File: src/rtl/drum_pipe_mult.sv
// DRUM approximate (or exact) multiplier with signed/unsigned operands and a pass-through tag.
// Latency: 3 cycles from acceptance to out_valid. Throughput is one beat per cycle.
// Backpressure: the whole pipeline freezes when out_valid && !out_ready; in_ready = !out_valid || out_ready.
module drum_pipe_mult #(
  parameter int K     = 6,
  parameter int N     = 16,
  parameter int M     = 16,
  parameter int TAG_W = 4
) (
  input  logic             clk,
  input  logic             rst,
  input  logic             in_valid,
  output logic             in_ready,
  input  logic [N-1:0]     a,
  input  logic [M-1:0]     b,
  input  logic             signed_i,
  input  logic             exact_i,
  input  logic [TAG_W-1:0] tag_i,
  output logic             out_valid,
  input  logic             out_ready,
  output logic [N+M-1:0]   r,
  output logic [TAG_W-1:0] tag_o
);

  localparam int P  = N + M;
  localparam int SW = $clog2(N + M) + 1;
  localparam int W  = (N > M) ? N : M;
  localparam int KK = 2 * K;

  // Index of the most significant set bit; 0 for x == 0.
  function automatic int lead_one(input logic [W-1:0] x);
    int t;
    t = 0;
    for (int i = 0; i < W; i++) begin
      if (x[i]) t = i;
    end
    return t;
  endfunction

  // Shift amount that brings the leading one down to bit K-1.
  function automatic logic [SW-1:0] trunc_sh(input logic [W-1:0] x);
    int t;
    t = lead_one(x);
    if (t > K - 1) return SW'(t - (K - 1));
    return '0;
  endfunction

  // K-bit window anchored at the leading one, LSB forced high to unbias the truncation.
  function automatic logic [K-1:0] trunc_mm(input logic [W-1:0] x);
    logic [W-1:0] sx;
    int t;
    t = lead_one(x);
    if (t > K - 1) begin
      sx = x >> (t - (K - 1));
      return sx[K-1:0] | K'(1);
    end
    return x[K-1:0];
  endfunction

  logic adv;
  assign adv      = !out_valid || out_ready;
  assign in_ready = adv;

  // ---------------- S1: magnitude, sign, truncation ----------------
  logic [N-1:0] mag_a;
  logic [M-1:0] mag_b;
  logic         neg_c;

  // Operand magnitudes and result sign for the incoming beat.
  always_comb begin
    mag_a = (signed_i && a[N-1]) ? (~a + N'(1)) : a;
    mag_b = (signed_i && b[M-1]) ? (~b + M'(1)) : b;
    neg_c = signed_i && (a[N-1] ^ b[M-1]) && (|a) && (|b);
  end

  logic             v1;
  logic [N-1:0]     ma1;
  logic [M-1:0]     mb1;
  logic [SW-1:0]    pa1, pb1;
  logic             neg1, ex1;
  logic [TAG_W-1:0] tag1;

  // Stage 1 register: full magnitudes in exact mode, K-bit windows plus shifts otherwise.
  always_ff @(posedge clk) begin
    if (rst) begin
      v1   <= 1'b0;
      ma1  <= '0;
      mb1  <= '0;
      pa1  <= '0;
      pb1  <= '0;
      neg1 <= 1'b0;
      ex1  <= 1'b0;
      tag1 <= '0;
    end else if (adv) begin
      v1   <= in_valid;
      neg1 <= neg_c;
      ex1  <= exact_i;
      tag1 <= tag_i;
      if (exact_i) begin
        ma1 <= mag_a;
        mb1 <= mag_b;
        pa1 <= '0;
        pb1 <= '0;
      end else begin
        ma1 <= N'(trunc_mm(W'(mag_a)));
        mb1 <= M'(trunc_mm(W'(mag_b)));
        pa1 <= trunc_sh(W'(mag_a));
        pb1 <= trunc_sh(W'(mag_b));
      end
    end
  end

  // ---------------- S2: multiply ----------------
  logic [KK-1:0] prod_apx;
  logic [P-1:0]  prod_ex;
  logic [P-1:0]  prod_sel;

  // Small KxK product for approximate beats, full NxM product for exact beats.
  always_comb begin
    prod_apx = KK'(ma1[K-1:0]) * KK'(mb1[K-1:0]);
    prod_ex  = P'(ma1) * P'(mb1);
    prod_sel = ex1 ? prod_ex : P'(prod_apx);
  end

  logic             v2;
  logic [P-1:0]     prod2;
  logic [SW-1:0]    sh2;
  logic             neg2;
  logic [TAG_W-1:0] tag2;

  // Stage 2 register: unsigned product and combined shift.
  always_ff @(posedge clk) begin
    if (rst) begin
      v2    <= 1'b0;
      prod2 <= '0;
      sh2   <= '0;
      neg2  <= 1'b0;
      tag2  <= '0;
    end else if (adv) begin
      v2    <= v1;
      prod2 <= prod_sel;
      sh2   <= pa1 + pb1;
      neg2  <= neg1;
      tag2  <= tag1;
    end
  end

  // ---------------- S3: shift, sign, output ----------------
  logic [P-1:0] shifted;
  logic [P-1:0] res;

  // Re-scale the product and restore its sign; the shift never pushes bits past P.
  always_comb begin
    shifted = prod2 << sh2;
    res     = neg2 ? (~shifted + P'(1)) : shifted;
  end

  // Output register: holds r/tag_o steady while the consumer stalls.
  always_ff @(posedge clk) begin
    if (rst) begin
      out_valid <= 1'b0;
      r         <= '0;
      tag_o     <= '0;
    end else if (adv) begin
      out_valid <= v2;
      r         <= res;
      tag_o     <= tag2;
    end
  end

endmodule

File: config.mk
export PLATFORM = sky130hd
export DESIGN_NAME = drum_pipe_mult
export DESIGN_NICKNAME = d
export VERILOG_FILES = /design/src/rtl/drum_pipe_mult.sv
export SDC_FILE = /design/constraint.sdc
export NUM_CORES = 1
export LEC_CHECK = 0
export BUFFER_PORTS_ARGS = -buffer_cell sky130_fd_sc_hd__buf_2
export CORE_MARGIN = 2
export CORE_UTILIZATION = 59
export DETAILED_ROUTE_END_ITERATION = 12
export GPL_ROUTABILITY_DRIVEN = 0
export GPL_TIMING_DRIVEN = 1
export PLACE_DENSITY_LB_ADDON = 0.12
export SLEW_MARGIN = 20
export SYNTH_ARGS = -nofsm -noshare
export SYNTH_HDL_FRONTEND = slang
export SYNTH_SLANG_ARGS = --single-unit
File: constraint.sdc
create_clock -name clk -period 6.6 [get_ports clk]
set_clock_uncertainty 0.15 [all_clocks]
set_input_delay 1.32 -clock clk [delete_from_list [all_inputs] [get_ports clk]]
set_output_delay 1.32 -clock clk [all_outputs]
set_load 0.01 [all_outputs]
==> impl_metrics.yaml <==
worst_setup_path:
  reg2reg_slack_ns: 0.21
  cp-end-kind: "flip-flop"
  rr_worst_depth: 21
  critPathLaunch: "ma1[1]$_SDFFE_PP0P_"
  reg2reg_to: "prod2[30]$_SDFFE_PP0P_"
  cp-start-kind: "flip-flop"
  crit-reg2reg-launch: "ma1[1]$_SDFFE_PP0P_"
  path_max_fanout: 7
  worstPathRequired_ns: 6.76
  critPathArrivalTime_ns: 6.55
  setup.worst_path.class: "flip-flop to flip-flop"
floorplanning:
  die_w_um: 187.4
  core_um2: 33360
  start_util_pct: 59.47
  fp.dieH_um: 187.4
  row_count: 67
  die_area_um2: 35110
  top_level_ports: 80
timing:
  worst_slew_pin_slew_ns: 1.000
  max-slew-margin-rel_pct: 33.22
  setup_violations: 0
  max_freq_mhz: 156.5
  finalCritPeriodShare_pct: 96.82
  fin_crit_ns: 6.390
  maxSlewViolCount: 0
  hold_violations: 0
  final.setup.tns_ns: 0
cts:
  path_clk_slew_ns: 0.07
  cts_buffers: 17
  hold_buffers: 0
  clock-sinks: 132
  h-tree-depth: 4
  clock_latency_ns: 0.44
  cts_tree: "built"
  ctsLongestPathBuffers: 2
  root_buffer: "clkbuf_16"
placed_design:
  io_buffers: 79
  dpl.hpwl_um: 43040
routing:
  avgRoutedWirePerCell_um: 18.50
  wl_um: 53690
  drc: 0
  first_pass_iters: 6
  drtIter0Drc: 1567
  vias: 17293
  ant_nets: 0
  vias_per_cell: 5.957
layout:
  drive_above_1_share_pct: 13.44
  nets: 2835
  fillCellCount: 2912
  num_antenna_cells: 0
  area_growth_pct: 8.261
  utilization_pct: 64.38
synth:
  syn_nets: 2811
  yosysTopAreaCell: "fa_1"
  yosysMostFrequentCell: "nand2_1"
  synth_common_cells: "352 x nand2_1, 301 x inv_1, 212 x fa_1, 162 x nor2_1, 138 x ha_1"
  synth-seq-cells: 132
  synth.cell_area_um2: 19840
  synth_edf_count: 0
  yosysTopAreaCellShare_pct: 21.39
  synthFlopType: "dfxtp_1"
  ys_types: 104
  syn_avg_cell_area_um2: 8.202
  yosys_warnings: 0
  async_reset_ff_share_pct: 0
  synthTopCellsByArea: "fa_1 21%, dfxtp_1 13%, ha_1 8.7%, nand2_1 6.7%, inv_1 5.7%"
  syn_inst: 2419
  yosysSeqAreaShare_pct: 13.32
outcome:
  status: "finished, final reports clean"
power:
  ir_worst_vdd_v: 0.0001862
  power-per-cell-area_nw_per_um2: 164.6
  power.leakage_nw: 10.15
grt:
  antenna_found_initial: 0
  grt_max_degree: 71
  first_global_vias: 17245
  grt_pass1_wl_um: 88110
  grt_use_total_pct: 30.92
  grt.overflow.total: 0
flow_run:
  drv_cap: 0
worst_hold_path:
  hp-start: "r[24]$_SDFFE_PP0P_"
  hold_path_class: "flip-flop to flip-flop"
  min_to: "r[24]$_SDFFE_PP0P_"
  min_path_cells: 2
## timing repair
| item | CTS | global route |
|---|---|---|
| endpoints found under the hold margin | 0 | 0 |
| buffers inserted | 0 | 8 |
| gates resized for setup | 0 | 37 |
| setup endpoints to repair | 0 | 10 |
## cells by family after synthesis
logic type | count (synthesis) | share of synthesized area (%)
fa+ha+maj | 350 | 30.09
mux | 86 | 7.082
simple gates | 824 | 19.54
flops | 132 | 13.32
xor+xnor | 100 | 4.452
buf+inv | 461 | 9.509
compound gates | 466 | 16.01
## stage by stage
step	hold slack [ns]	worst slack [ns]	instance area, um^2	cells	total power, mW
after floorplan	0.2705	0.03115	19840	2419	2.116
after global placement	0.2786	0.1808	20700	2864	2.505
after detailed placement	0.2870	0.07437	20700	2864	2.544
after CTS	0.3002	0.04733	21280	2895	3.493
after global routing	0.3202	-0.003261	21480	2903	3.760
final	0.2962	0.2101	21480	2903	3.535
## flip-flops by register name (all words and copies together) (netlist names), 4 cells and up
signal,count
r,32
mb1,16
ma1,16
sh2,6
pa1,6
pb1,6
tag1,4
prod2,32
tag2,4
tag_o,4
## cell usage in the layout (no fill, tap or decap), types with 10 or more instances in the layout
cell type / instances
fa_1: 212
a22oi_1: 26
nand3_1: 47
nand4_1: 13
xor2_1: 49
dfxtp_2: 23
buf_2: 78
nand2_1: 352
a21o_1: 23
a21oi_1: 122
xnor2_1: 50
or2_2: 10
nor2_1: 161
o21ai_0: 78
clkbuf_16: 17
dfxtp_1: 108
buf_4: 74
a211oi_1: 36
o211ai_1: 17
ha_1: 135
and2_1: 100
o21a_1: 11
nand2b_1: 16
mux2i_1: 29
mux2_2: 15
inv_1: 300
a31oi_1: 19
nor2b_1: 10
nor3_1: 38
a41oi_1: 15
nor4_1: 13
mux4_2: 39
o21bai_1: 14
## critical path, stage by stage, from the launching register on
cell	delay, ns
dfxtp_1	0.36
and2_1	0.19
fa_1	0.55
inv_1	0.06
fa_1	0.54
inv_1	0.06
fa_1	0.53
inv_1	0.05
fa_1	0.53
inv_1	0.06
fa_1	0.55
fa_1	0.46
ha_4	0.28
and3_4	0.17
a221o_1	0.42
or3_1	0.38
o21ai_2	0.21
o21a_1	0.17
o2111ai_1	0.14
a21oi_1	0.17
xor2_1	0.15
o21ai_0	0.08
## report_power, final
group	leakage (nW)	internal, mW	switching [mW]
combinational	8.80	0.681	0.948
sequential	1.09	0.864	0.0935
clock	0.267	0.547	0.401
total	10.2	2.09	1.44
## how the worst max path moves through the flow
stage / endpoint / slack [ns]
floorplan: prod2[24]$_SDFFE_PP0P_ / 0.03
global placement: prod2[31]$_SDFFE_PP0P_ / 0.18
detailed placement: prod2[31]$_SDFFE_PP0P_ / 0.07
CTS: prod2[31]$_SDFFE_PP0P_ / 0.05
global route: prod2[24]$_SDFFE_PP0P_ / -0.003
finish: prod2[30]$_SDFFE_PP0P_ / 0.21
## final cells by class
| class | instances | area, um^2 | share of cell area [%] |
|---|---|---|---|
| Tap cell | 448 | 560.5 | 2.610 |
| Multi-Input combinational cell | 1826 | 15400 | 71.68 |
| Clock inverter | 11 | 103.9 | 0.4835 |
| Clock buffer | 20 | 466.7 | 2.173 |
| Sequential cell | 132 | 2675 | 12.45 |
| Timing Repair Buffer | 163 | 1131 | 5.266 |
| Inverter | 303 | 1146 | 5.336 |
## routing by layer
layer | vias to the layer above | share of wire, % | global-route usage (%) | routed length, um
li1 | 8174 | - | - | -
met4 | 0 | 3.0 | 10.36 | 1626
met1 | 8325 | 43 | 40.95 | 22870
met2 | 685 | 47 | 51.17 | 25250
met3 | 109 | 7.4 | 5.835 | 3953
met5 | - | 0 | 0 | 0
Note: power is estimated with default switching activity, not from simulation.
